`src/rtl/pll_phase_ctrl_pkg.sv`:
```
// pll_ctrl_pkg: controller state encoding and default timing constants shared by
// the PLL phase controller and its bench.
package pll_ctrl_pkg;
    typedef enum logic [2:0] {PLL_RST, WAIT_LOCK, STABLE, RUN, PH_SETUP, PH_LO, PH_HI} state_t;
    localparam int DEF_RST_CYCLES    = 16;
    localparam int DEF_LOCK_TIMEOUT  = 65535;
    localparam int DEF_STABLE_CYCLES = 1024;
    localparam int DEF_STEP_LO       = 4;
    localparam int DEF_STEP_HI       = 4;
    localparam int SETUP_CYCLES      = 2;
    function automatic int pmax(input int a, input int b);
        return (a > b) ? a : b;
    endfunction
endpackage

```
`src/rtl/pll_phase_ctrl_if.sv`:
```
// pll_phase_ctrl_if: phase-step request/response handshake between a requester
// (master) and the PLL phase controller (slave).
interface pll_phase_ctrl_if;
    logic       step_req;
    logic [1:0] step_sel;
    logic       step_dir;
    logic [3:0] step_cnt;
    logic       step_rdy;
    logic       step_ack;
    logic       step_abort;
    modport master (output step_req, step_sel, step_dir, step_cnt,
                    input  step_rdy, step_ack, step_abort);
    modport slave  (input  step_req, step_sel, step_dir, step_cnt,
                    output step_rdy, step_ack, step_abort);
endinterface

```
`src/rtl/pll_phase_ctrl_sync_2ff.sv`:
```
// sync_2ff: two-flop synchronizer bringing an asynchronous level into the clock domain.
module sync_2ff (
    input  logic i_clk,
    input  logic i_rst_n,
    input  logic i_d,
    output logic o_q
);
    logic r_ff1, r_ff2;
    always_ff @(posedge i_clk or negedge i_rst_n) begin
        if (!i_rst_n) begin
            r_ff1 <= 1'b0;
            r_ff2 <= 1'b0;
        end else begin
            r_ff1 <= i_d;
            r_ff2 <= r_ff1;
        end
    end
    assign o_q = r_ff2;
endmodule

```
`src/rtl/pll_phase_ctrl.sv`:
```
// pll_phase_ctrl: PLL reset/lock sequencing, system reset release and
// dynamic phase-step pulse generation with lock-loss abort.
module pll_phase_ctrl
    import pll_ctrl_pkg::*;
#(
    parameter int RST_CYCLES    = DEF_RST_CYCLES,
    parameter int LOCK_TIMEOUT  = DEF_LOCK_TIMEOUT,
    parameter int STABLE_CYCLES = DEF_STABLE_CYCLES,
    parameter int STEP_LO       = DEF_STEP_LO,
    parameter int STEP_HI       = DEF_STEP_HI
) (
    input  logic                  i_clkin,
    input  logic                  i_rst_n,
    input  logic                  i_locked,
    pll_phase_ctrl_if.slave       step_if,
    output logic                  o_pll_rst,
    output logic                  o_sys_rst_n,
    output logic [1:0]            o_phasesel,
    output logic                  o_phasedir,
    output logic                  o_phasestep,
    output logic                  o_lock_err
);
    localparam int CMAX = pmax(pmax(pmax(RST_CYCLES, LOCK_TIMEOUT), STABLE_CYCLES),
                               pmax(pmax(STEP_LO, STEP_HI), SETUP_CYCLES));
    localparam int CW   = $clog2(CMAX + 1);

    state_t        r_state, w_next;
    logic [CW-1:0] r_cnt, w_cnt, w_inc;
    logic [3:0]    r_rem, w_rem;
    logic [1:0]    r_sel, w_sel;
    logic          r_dir, w_dir, r_ack, w_ack, r_abort, w_abort, r_err, w_err;
    logic          w_locked_s;

    sync_2ff u_sync (
        .i_clk   (i_clkin),
        .i_rst_n (i_rst_n),
        .i_d     (i_locked),
        .o_q     (w_locked_s)
    );

    assign w_inc = (&r_cnt) ? r_cnt : r_cnt + 1'b1;

    always_comb begin
        w_next  = r_state;
        w_cnt   = r_cnt;
        w_rem   = r_rem;
        w_sel   = r_sel;
        w_dir   = r_dir;
        w_ack   = 1'b0;
        w_abort = 1'b0;
        w_err   = r_err;
        if (r_state inside {PH_SETUP, PH_LO, PH_HI} && !w_locked_s) begin
            w_next  = WAIT_LOCK;
            w_cnt   = '0;
            w_abort = 1'b1;
        end else begin
            case (r_state)
                PLL_RST: begin
                    w_next = (r_cnt >= CW'(RST_CYCLES - 1)) ? WAIT_LOCK : PLL_RST;
                    w_cnt  = (r_cnt >= CW'(RST_CYCLES - 1)) ? '0 : w_inc;
                end
                WAIT_LOCK: begin
                    // the cycle that sees lock already counts toward the stable run
                    if (w_locked_s) begin
                        w_next = STABLE;
                        w_cnt  = CW'(1);
                    end else if (r_cnt >= CW'(LOCK_TIMEOUT - 1)) begin
                        w_next = PLL_RST;
                        w_cnt  = '0;
                        w_err  = 1'b1;
                    end else begin
                        w_cnt = w_inc;
                    end
                end
                STABLE: begin
                    if (!w_locked_s) begin
                        w_cnt = '0;
                    end else if (r_cnt >= CW'(STABLE_CYCLES - 1)) begin
                        w_next = RUN;
                        w_cnt  = '0;
                    end else begin
                        w_cnt = w_inc;
                    end
                end
                RUN: begin
                    if (!w_locked_s) begin
                        w_next = WAIT_LOCK;
                        w_cnt  = '0;
                    end else if (step_if.step_req) begin
                        w_sel  = step_if.step_sel;
                        w_dir  = step_if.step_dir;
                        w_rem  = step_if.step_cnt;
                        w_ack  = (step_if.step_cnt == 4'd0);
                        w_next = (step_if.step_cnt == 4'd0) ? RUN : PH_SETUP;
                        w_cnt  = '0;
                    end
                end
                PH_SETUP: begin
                    w_next = (r_cnt >= CW'(SETUP_CYCLES - 1)) ? PH_LO : PH_SETUP;
                    w_cnt  = (r_cnt >= CW'(SETUP_CYCLES - 1)) ? '0 : w_inc;
                end
                PH_LO: begin
                    w_next = (r_cnt >= CW'(STEP_LO - 1)) ? PH_HI : PH_LO;
                    w_cnt  = (r_cnt >= CW'(STEP_LO - 1)) ? '0 : w_inc;
                end
                PH_HI: begin
                    if (r_cnt >= CW'(STEP_HI - 1)) begin
                        w_cnt  = '0;
                        w_rem  = (r_rem == 4'd0) ? 4'd0 : r_rem - 4'd1;
                        w_next = (r_rem > 4'd1) ? PH_LO : RUN;
                        w_ack  = (r_rem <= 4'd1);
                    end else begin
                        w_cnt = w_inc;
                    end
                end
                default: begin
                    w_next = PLL_RST;
                    w_cnt  = '0;
                end
            endcase
        end
    end

    always_ff @(posedge i_clkin or negedge i_rst_n) begin
        if (!i_rst_n) begin
            r_state <= PLL_RST;
            r_cnt   <= '0;
            r_rem   <= '0;
            r_sel   <= '0;
            r_dir   <= 1'b0;
            r_ack   <= 1'b0;
            r_abort <= 1'b0;
            r_err   <= 1'b0;
        end else begin
            r_state <= w_next;
            r_cnt   <= w_cnt;
            r_rem   <= w_rem;
            r_sel   <= w_sel;
            r_dir   <= w_dir;
            r_ack   <= w_ack;
            r_abort <= w_abort;
            r_err   <= w_err;
        end
    end

    assign o_pll_rst          = (r_state == PLL_RST);
    assign o_sys_rst_n        = r_state inside {RUN, PH_SETUP, PH_LO, PH_HI};
    assign o_phasestep        = (r_state != PH_LO);
    assign o_phasesel         = r_sel;
    assign o_phasedir         = r_dir;
    assign o_lock_err         = r_err;
    assign step_if.step_rdy   = (r_state == RUN);
    assign step_if.step_ack   = r_ack;
    assign step_if.step_abort = r_abort;
endmodule

```
`src/flat_wrapper.sv`:
```
// flat-port wrapper written by rule: the top's interface ports become plain ports
module pll_phase_ctrl_flat import pll_ctrl_pkg::*;
#(
    parameter int RST_CYCLES    = DEF_RST_CYCLES,
    parameter int LOCK_TIMEOUT  = DEF_LOCK_TIMEOUT,
    parameter int STABLE_CYCLES = DEF_STABLE_CYCLES,
    parameter int STEP_LO       = DEF_STEP_LO,
    parameter int STEP_HI       = DEF_STEP_HI
)
  (i_clkin, i_rst_n, i_locked, o_pll_rst, o_sys_rst_n, o_phasesel, o_phasedir, o_phasestep, o_lock_err, step_if_step_req, step_if_step_sel, step_if_step_dir, step_if_step_cnt, step_if_step_rdy, step_if_step_ack, step_if_step_abort);
  pll_phase_ctrl_if step_if_i ();
  input  logic i_clkin;
  input  logic i_rst_n;
  input  logic i_locked;
  output logic o_pll_rst;
  output logic o_sys_rst_n;
  output logic [1:0] o_phasesel;
  output logic o_phasedir;
  output logic o_phasestep;
  output logic o_lock_err;
  input wire logic [$bits(step_if_i.step_req)-1:0] step_if_step_req;
  input wire logic [$bits(step_if_i.step_sel)-1:0] step_if_step_sel;
  input wire logic [$bits(step_if_i.step_dir)-1:0] step_if_step_dir;
  input wire logic [$bits(step_if_i.step_cnt)-1:0] step_if_step_cnt;
  output wire logic [$bits(step_if_i.step_rdy)-1:0] step_if_step_rdy;
  output wire logic [$bits(step_if_i.step_ack)-1:0] step_if_step_ack;
  output wire logic [$bits(step_if_i.step_abort)-1:0] step_if_step_abort;
  assign step_if_i.step_req = step_if_step_req;
  assign step_if_i.step_sel = step_if_step_sel;
  assign step_if_i.step_dir = step_if_step_dir;
  assign step_if_i.step_cnt = step_if_step_cnt;
  assign step_if_step_rdy = step_if_i.step_rdy;
  assign step_if_step_ack = step_if_i.step_ack;
  assign step_if_step_abort = step_if_i.step_abort;
  pll_phase_ctrl #(.RST_CYCLES(RST_CYCLES), .LOCK_TIMEOUT(LOCK_TIMEOUT), .STABLE_CYCLES(STABLE_CYCLES), .STEP_LO(STEP_LO), .STEP_HI(STEP_HI)) u_core (.i_clkin(i_clkin), .i_rst_n(i_rst_n), .i_locked(i_locked), .step_if(step_if_i), .o_pll_rst(o_pll_rst), .o_sys_rst_n(o_sys_rst_n), .o_phasesel(o_phasesel), .o_phasedir(o_phasedir), .o_phasestep(o_phasestep), .o_lock_err(o_lock_err));
endmodule
```
`config.mk`:
```
export PLATFORM = sky130hd
export DESIGN_NAME = pll_phase_ctrl_flat
export DESIGN_NICKNAME = d
export VERILOG_FILES = /design/src/rtl/pll_phase_ctrl_pkg.sv /design/src/rtl/pll_phase_ctrl_if.sv /design/src/rtl/pll_phase_ctrl_sync_2ff.sv /design/src/rtl/pll_phase_ctrl.sv /design/src/flat_wrapper.sv
export SDC_FILE = /design/constraint.sdc
export NUM_CORES = 1
export LEC_CHECK = 0
export ABC_AREA = 1
export ABC_CLOCK_PERIOD_IN_PS = 1990
export CORE_MARGIN = 2
export CORE_UTILIZATION = 49
export CTS_CLUSTER_SIZE = 20
export DETAILED_ROUTE_END_ITERATION = 8
export PLACE_DENSITY = 0.74
export SETUP_SLACK_MARGIN = 0.15
export SLEW_MARGIN = 10
export SYNTH_ARGS = -nofsm -noshare
export SYNTH_HDL_FRONTEND = slang
export SYNTH_SLANG_ARGS = --single-unit
export TNS_END_PERCENT = 100
```
`constraint.sdc`:
```
create_clock -name i_clkin -period 1.99 [get_ports i_clkin]
set_input_delay 0.2985 -clock i_clkin [delete_from_list [all_inputs] [get_ports i_clkin]]
set_output_delay 0.2985 -clock i_clkin [all_outputs]
set_load 0.02 [all_outputs]
```
==> Yosys cells after proc, flatten, opt, wreduce, memory -nomap -nowiden <==
Index checks and enable logic that the tools add are counted.
{ "word_totals": {"regBits": 31, "in_bits": 11} }
{ "classes": {"n_addsub": 2, "n_lt_le_gt_ge": 7, "eq_ne": 15, "muxes": 37, "bitwise": 2, "n_reduce_logical": 14} }
{ "op_table": {"columns": ["cell", "count"], "rows": [
  ["$mux 16", 11],
  ["$pmux 16 s6", 1],
  ["$mux 3", 10],
  ["$pmux 3 s7", 1],
  ["$add 16x1->16 const B", 1],
  ["$ge 16x1->1 const B", 1],
  ["$ge 16x10->1 const B", 1],
  ["$ge 16x16->1 const B", 1],
  ["$ge 16x2->1 const B", 1],
  ["$ge 16x4->1 const B", 1],
  ["$mux 4", 4],
  ["$reduce_and 16->1", 1],
  ["$reduce_and 5->1", 2],
  ["$eq 3x3->1 const B", 3],
  ["$logic_not 4->1", 2],
  ["$pmux 4 s2", 1],
  ["$reduce_and 4->1", 2],
  ["$mux 1", 7],
  ["$eq 3x2->1 const B", 2],
  ["$ne 3x3->1 const B", 2],
  ["$gt 4x1->1 const B", 1],
  ["$le 4x1->1 const B", 1],
  ["$ne 2x2->1 const B", 2],
  ["$ne 4x2->1 const B", 1],
  ["other kinds (16)", 17]
]} }

==> Depth between registers and ports, before layout <==
Gate-level depths: netlist of the first run.
{ "logic_depth": {"word_depth": 6, "depth_mapped": 14, "ltp_nobuf": 14} }

==> Hierarchy <==
Synthesis of the first run repeated with hierarchy kept, for this count alone.
{ "hier_totals": {"hier_cells": 307, "hier_area_um2": 2237.1} }
{ "by_module_without_submodules": {"columns": ["mod", "instances", "cells_per_inst", "area_per_inst_um2"], "rows": [
  ["pll_phase_ctrl", 1, 305, 2187.1],
  ["sync_2ff", 1, 2, 50.0]
]} }

==> Worst setup path after synthesis of the first run <==
OpenSTA, ideal clock, no wires.
{ "synth_timing": {"path_type": "register -> register", "from": "register u_core.r_cnt[0]", "to": "register u_core.r_cnt[2]", "setup_time_ps": 131, "arrival_time_ps": 1514, "setup_slack_ps": 345, "stages_incl_launch_ff": 11, "synth_period_minus_slack_ps": 1645, "path_cell_list": "dfrtp_1 -> ha_1 -> inv_1 -> nor2_2 -> nand2_2 -> clkinv_2 -> nand2_2 -> nand3_1 -> nand3_2 -> nand2_4 -> o22ai_2"} }
{ "synth_via": {"elab_chain_len": 6, "elab_cells_between_ends": 17} }
{ "synth_rtl": {"columns": ["element", "line_no", "text"], "rows": [
  ["from (decl)", "pll_phase_ctrl.sv:28", "logic [CW-1:0] r_cnt, w_cnt, w_inc;"],
  ["from (signal assigned)", "pll_phase_ctrl.sv:136", "r_cnt <= w_cnt;"],
  ["$add 16x1->16 / $reduce_and 16->1 (equally long branches)", "pll_phase_ctrl.sv:41", "assign w_inc = (&r_cnt) ? r_cnt : r_cnt + 1'b1;"],
  ["$mux 16", "pll_phase_ctrl.sv:41", null],
  ["$mux 16, on equally long branches", "pll_phase_ctrl.sv:78, pll_phase_ctrl.sv:67", null],
  ["$mux 16, on equally long branches", "pll_phase_ctrl.sv:76, pll_phase_ctrl.sv:64", null],
  ["$pmux 16 s6 *", "pll_phase_ctrl.sv:57", "case (r_state)"],
  ["$mux 16 *", "pll_phase_ctrl.sv:52", "if (r_state inside {PH_SETUP, PH_LO, PH_HI} && !w_locked_s) begin"]
]} }
Every way passes the cells marked *; elsewhere a longest branch is shown, timed or not.
A chain may end at the register's enable or synchronous reset.

==> Worst setup path after layout of the first run <==
{ "layout_timing": {"from": "register u_core.r_state[0]", "to": "output port o_sys_rst_n"} }
{ "layout_via": {"elab_chain_len": 2, "elab_cells_between_ends": 5} }
{ "layout_rtl": {"columns": ["element", "line_no", "text"], "rows": [
  ["from (decl)", "pll_phase_ctrl.sv:27", "state_t r_state, w_next;"],
  ["from (signal assigned)", "pll_phase_ctrl.sv:135", "r_state <= w_next;"],
  ["$eq 3x2->1 / $eq 3x3->1 (equally long branches)", "pll_phase_ctrl.sv:147", "assign o_sys_rst_n = r_state inside {RUN, PH_SETUP, PH_LO, PH_HI};"],
  ["$reduce_bool 4->1 *", "pll_phase_ctrl.sv:147", null],
  ["to (decl)", "flat_wrapper.sv:16", "output logic o_sys_rst_n;"]
]} }
Marks and branches as above.

==> summary.txt, run 1 <==
Clock network
  – Clk root buf: clkbuf_8
  – H-tree levels: 2
  – # clock sinks: 31
  – TritonCTS clock tree: yes
  – Buffer count from post-CTS setup fixing: 0
  – Cts bufs inserted: 5
  – Max Buffers Root-to-Sink: 2
  – Insertion delay to the later sink of the worst-skew pair: between 0.2 and 0.3 ns
  – Worst-path clk slew: 0.06 ns

Synth
  – Syn nets: 315
  – Post-synth top cells: nand2_1, nor2_1, dfrtp_1
  – Most frequent cell after synthesis: nand2_1
  – Syn_area_per_cell: 7.54 um^2
  – Synth unique cells: 42
  – Syn Inst Count: 300
  – Post-synth EDFFs: 0
  – Post-synth top area cell: dfrtp_1
  – Top FF cell, synth: dfrtp_1
  – Yosys reg bits: 31
  – Mapped cell area: 2260 um^2
  – Post-synth top area share: 0.343
  – Dominant cells by area after synthesis: dfrtp_1, nand2_1, nand3_1
  – Yosys warning count: 0
  – Post-synthesis sequential area ratio: 0.343
  – Ys async rst share: 1.00

STA
  – Min cycle time layout: about 1.8 ns
  – Fmax: approximately 570 MHz
  – Period utilization: 0.886
  – Actual slew at the worst max-slew pin: a little under 0.7 ns
  – Worst-case clock skew: 0.00922 ns
  – Setup repair after global routing missed its margin: false
  – Fin. max-slew vios: 0
  – Slew HR: 0.552
  – Fin. Hold Viols: 0
  – # setup viols final: 0
  – Setup TNS Final: 0 ns

Die
  – Effective utilization at floorplan: 0.513
  – # IOs: 21
  – DIE WIDTH: approximately 72 um
  – FP Rows: 24
  – Die area: 5180 um^2
  – DIE HEIGHT: 72.0 um
  – Core area: approximately 4400 um^2

Global route
  – Initial antenna violation count: 0
  – Global Route Usage Sum: 0.239
  – Pin count of the biggest net entering global routing: 32
  – Grt ovf: 0
  – Global-route wire length before repair: around 9.5 mm
  – Number of global-route vias before repair: 1993

Power and ir drop
  – Worst IR drop on VDD: 632 uV
  – Leakage: 1.26 nW
  – Pwr dens: 1030 nW/um^2

Routing
  – Drt first pass iters: 5
  – 1st-iter DRT viols: 185
  – Final ANT Viol Nets: 0
  – DRC: 0
  – Via count: 2120
  – Routed length per instance: around 15 um
  – Vias per cell: 5.48
  – WL final: 5.74 mm

Worst setup path
  – Required time of the critical path: 1.69 ns
  – FF-to-FF End: u_core.r_cnt[12]
  – Crit. Startpoint: u_core.r_state[0]
  – Worst r2r src: u_core.r_cnt[0]
  – Setup CP Type: flop to primary output
  – R2r setup slk: between 0.2 and 0.25 ns
  – CP endpoint kind: primary output
  – Startpoint Class: flop
  – Arrival @ worst endpoint: 1.46 ns
  – R2r worst-path depth: 10
  – Critical path fanouts, max: 5

Layout
  – Final #Nets: 349
  – # diodes: 0
  – Area grow syn2layout: 19.6%
  – Filler cells: 393
  – Layout cells sized above 1: 0.254
  – Design area: 2710 um^2

Placement
  – Placed instance area: 2580 um^2
  – Port bufs: 20
  – Post-detail-place hpwl: 4.30 mm
  – GP Congestion: 0.951

Hold path
  – Hold wc startpoint: u_core.u_sync.r_ff1
  – Hold path endpoint: u_core.u_sync.o_q
  – Worst hold stages: 0
  – Hold/Removal Path Class: flop to flop

Job
  – Max-cap viol count: 0

Outcome
  – Status: finished clean
## stage by stage
| stage | hold WS [ns] | utilization | worst slack [ns] | power [W] | std cells |
|---|---|---|---|---|---|
| after floorplan | 0.00291 | - | 0.345 | 0.00185 | 300 |
| after global placement | 0.332 | 0.585 | 0.165 | 0.00225 | 378 |
| after detailed placement | 0.336 | 0.585 | 0.141 | 0.00225 | 378 |
| after CTS | 0.350 | 0.602 | 0.151 | 0.00272 | 386 |
| after global routing | 0.357 | 0.613 | 0.139 | 0.00301 | 387 |
| final | 0.352 | 0.613 | 0.228 | 0.00280 | 387 |
## how the worst max path moves through the flow
stage | end | slack (ns) | cells past startpoint
finish | o_sys_rst_n | 0.23 | 4
global route | u_core.r_cnt[2] | 0.14 | 10
CTS | u_core.r_cnt[12] | 0.15 | 10
detailed placement | u_core.r_cnt[12] | 0.14 | 10
global placement | u_core.r_cnt[2] | 0.16 | 10
floorplan | u_core.r_cnt[2] | 0.35 | 10
## routing by layer
metal	vias up	routed length, um	track usage
li1	1065	-	-
met2	78	2710	0.379
met4	0	147	0.101
met3	14	343	0.0514
met5	-	0	0
met1	963	2540	0.319
## registers in the layout, indices dropped and copies added, names as in the netlist
name / count
u_core.o_phasesel: 2
u_core.o_lock_err: 1
u_core.o_phasedir: 1
u_core.r_rem: 4
u_core.u_sync.r_ff1: 1
u_core.r_cnt: 16
u_core.u_sync.o_q: 1
u_core.step_if.step_ack: 1
u_core.r_state: 3
u_core.step_if.step_abort: 1
## cells by family (layout without fill, tap and decap cells)
group,after synthesis,in the layout,synth area share
and+or+nand+nor,169,170,0.383
buffers and inverters,43,77,0.0752
AOI/OAI and AO/OA,42,42,0.132
DFF,31,31,0.343
xor gates and xnor gates,8,8,0.0310
adders and majority gates,4,4,0.0221
muxes,3,3,0.0149
## where the power goes
group	switching [W]	internal [W]	total [W]
clock	0.000241	0.000245	0.000486
combinational	0.000865	0.000543	0.00141
sequential	0.000143	0.000758	0.000901
total	0.00125	0.00155	0.00280
## critical path: stages, from the launching register on
cell,delay (ns)
dfrtp_2,0.44
nand2_4,0.12
nor2_4,0.06
or2_2,0.29
clkdlybuf4s15_1,0.28
## cell type report
class | instances | area (um^2) | share of cell area
clock inverter | 1 | 5.00 | 0.00185
timing repair buffer | 30 | 272 | 0.100
sequential | 31 | 785 | 0.290
clock buffer | 7 | 76.3 | 0.0282
tap | 52 | 65.1 | 0.0240
inverter | 39 | 148 | 0.0546
multi-input combinational | 227 | 1360 | 0.501
## cell usage in the layout (no fill, tap or decap), types with 11 or more instances in the layout
cell type         n
nor2_1           31
inv_2            13
dfrtp_1          24
nand4_1          11
nand3_1          25
inv_1            24
clkdlybuf4s50_1  16
nand2_1          61
## repair_timing
action,4_1_cts,5_1_grt
hold buffers,0,0
endpoints found under the setup margin,7,22
cloned,0,1
resized for setup,5,17
pin swaps,0,1
Note: power is estimated with default switching activity, not from simulation.
==> run 2: changes to the inputs <==
- CTS_BUF_LIST: default -> sky130_fd_sc_hd__clkbuf_2 sky130_fd_sc_hd__clkbuf_4 sky130_fd_sc_hd__clkbuf_8
==> run 2 against run 1 <==
Compared with the run above: combinational power barely moved; critical path type unchanged; register-to-register slack is essentially flat; worst setup slack worse by 0.0010 ns; count of clock-buffer cells in the layout stayed put; clock power grew 6.4%; utilization up 0.14 points; first-iteration DRC count increased by 2.7%.
==> summary.txt, run 2 (same netlist as run 1, synthesis figures left out) <==
Outcome
  – Status: finished clean

Die
  – FP Rows: 24
  – Die area: 5180 um^2
  – Core area: 4410 um^2
  – # IOs: 21
  – DIE WIDTH: 72.0 um
  – Effective utilization at floorplan: 0.513
  – DIE HEIGHT: between 70 and 80 um

Routing
  – DRC: 0
  – Final ANT Viol Nets: 0
  – WL final: 5.73 mm
  – 1st-iter DRT viols: 190
  – Via count: roughly 2.1k
  – Drt first pass iters: 5
  – Vias per cell: around 5.5
  – Routed length per instance: between 10 and 15 um

Worst setup path
  – Setup CP Type: flop to primary output
  – Critical path fanouts, max: 5
  – Arrival @ worst endpoint: 1.46 ns
  – Startpoint Class: flop
  – R2r worst-path depth: 10
  – Required time of the critical path: 1.69 ns
  – CP endpoint kind: primary output

STA
  – Fin. Hold Viols: 0
  – Actual slew at the worst max-slew pin: ~0.68 ns
  – Fin. max-slew vios: 0
  – Setup repair after global routing missed its margin: false
  – # setup viols final: 0
  – Period utilization: 0.886
  – Fmax: 567 MHz
  – Slew HR: 0.544
  – Min cycle time layout: 1.76 ns
  – Hold_ws: approximately 0.36 ns
  – Worst-case clock skew: 0.00993 ns
  – Setup TNS Final: 0 ns

Clock network
  – Insertion delay to the later sink of the worst-skew pair: 0.28 ns
  – Worst-path clk slew: 0.07 ns
  – TritonCTS clock tree: yes
  – Hold-fix buffers, CTS: 0
  – Clk root buf: clkbuf_8
  – Cts bufs inserted: 5
  – Max Buffers Root-to-Sink: 2
  – H-tree levels: 2
  – Buffer count from post-CTS setup fixing: 0
  – # clock sinks: 31

Power and ir drop
  – Clock share of power: 0.183
  – Switching share of power: 0.443
  – Reg power frac: 0.318
  – Worst IR drop on VDD: 633 uV
  – Leakage: 1.27 nW
  – Combinational power share: 0.499
  – Power Internal: roughly 0.0016 W
  – Pwr dens: 1040 nW/um^2
  – Sw Pwr: between 0.001 and 0.0015 W

Global route
  – Number of global-route vias before repair: around 2.0k
  – Global Route Usage Sum: 0.239
  – Global-route wire length before repair: between 9 and 10 mm
  – Initial antenna violation count: 0
  – Grt ovf: 0
  – Pin count of the biggest net entering global routing: 32

Placement
  – Post-detail-place hpwl: 4.30 mm
  – Port bufs: 20
  – GP Congestion: 0.951

Hold path
  – Worst hold stages: 0
  – Hold/Removal Path Class: flop to flop

Layout
  – Storage cell area: 783 um^2
  – Final #Nets: around 350
  – Reg with most FFs: u_core.r_cnt
  – Biggest regs: u_core.r_cnt: 16 flops, u_core.r_rem: 4 flops, u_core.r_state: 3 flops
  – Post-layout util: 0.615
  – Filler cells: 391
  – Multi-input gate area: between 1000 and 1500 um^2
  – Largest register FFs: 16
  – Commonest non-fill, non-tap cell in the layout: nand2_1
  – Area grow syn2layout: 19.8%
  – # diodes: 0
  – Layout cells sized above 1: 0.257
  – Commonest cells after routing, fill and taps aside: nand2_1, nor2_1, nand3_1, dfrtp_1, inv_1

Job
  – Max-cap viol count: 0
==> run 2: cell counts in the layout (fill, tap and decap cells not counted) <==
No cell type changed its count.
==> run 2: worst max-delay path: stages (launching register included) <==
cell and delay, ns:
dfrtp_2 0.44, nand2_4 0.12, nor2_4 0.06, or2_2 0.29
clkdlybuf4s15_1 0.28
==> run 2: layer usage <==
metal  global-route usage  vias up  wire length [um]  share of wire
met5                    0        -                 0              0
met4                0.101        0               168          0.029
met3               0.0514       16               278          0.048
met2                0.376       69              2660           0.46
met1                0.321      974              2630           0.46
li1                     -     1064                 -              -
==> run 2: timing repair <==
action                                 4_1_cts  5_1_grt
gates resized for setup                      5       16
cloned                                       0        1
endpoints found under the hold margin        0        0
setup endpoints to repair                    7       22
pin swaps                                    0        1
==> run 2: through the flow <==
step	instances	cell area [um^2]	power [W]	worst slack (ns)
2_1_floorplan	300	2260	0.00185	0.345
3_3_place_gp	378	2580	0.00225	0.165
3_5_place_dp	378	2580	0.00225	0.141
4_1_cts	386	2670	0.00274	0.151
5_1_grt	387	2710	0.00304	0.141
6_report	387	2710	0.00283	0.227
==> run 2: path summary, 6_finish.rpt <==
check / start / end / slack [ns]
max: u_core.r_state[0] / o_sys_rst_n / 0.23
min: u_core.u_sync.r_ff1 / u_core.u_sync.o_q / 0.36
max reg2reg: u_core.r_cnt[0] / u_core.r_cnt[12] / 0.23
min reg2reg: u_core.u_sync.r_ff1 / u_core.u_sync.o_q / 0.36
max in group asynchronous: i_rst_n / u_core.r_cnt[0] / 1.24
min in group asynchronous: i_rst_n / u_core.r_cnt[6] / 0.41
==> run 2: final cells by class <==
class / instances / share of cell area
flip-flops and latches: 31 / 0.289
clock buffers: 7 / 0.0309
inverters: 39 / 0.0544
clock inverters: 1 / 0.00185
multi-input cells: 227 / 0.500
repair buffers: 30 / 0.100
well taps: 52 / 0.0240
==> run 2: power by group through the flow <==
| stage | clock network, W | registers, W | logic, W |
|---|---|---|---|
| finish | 0.000517 | 0.000901 | 0.00141 |
| floorplan | 0 | 0.000901 | 0.000948 |
| detailed placement | 0 | 0.000891 | 0.00135 |
| global route | 0.000553 | 0.000916 | 0.00157 |
| global placement | 0 | 0.000881 | 0.00137 |
| CTS | 0.000523 | 0.000884 | 0.00134 |
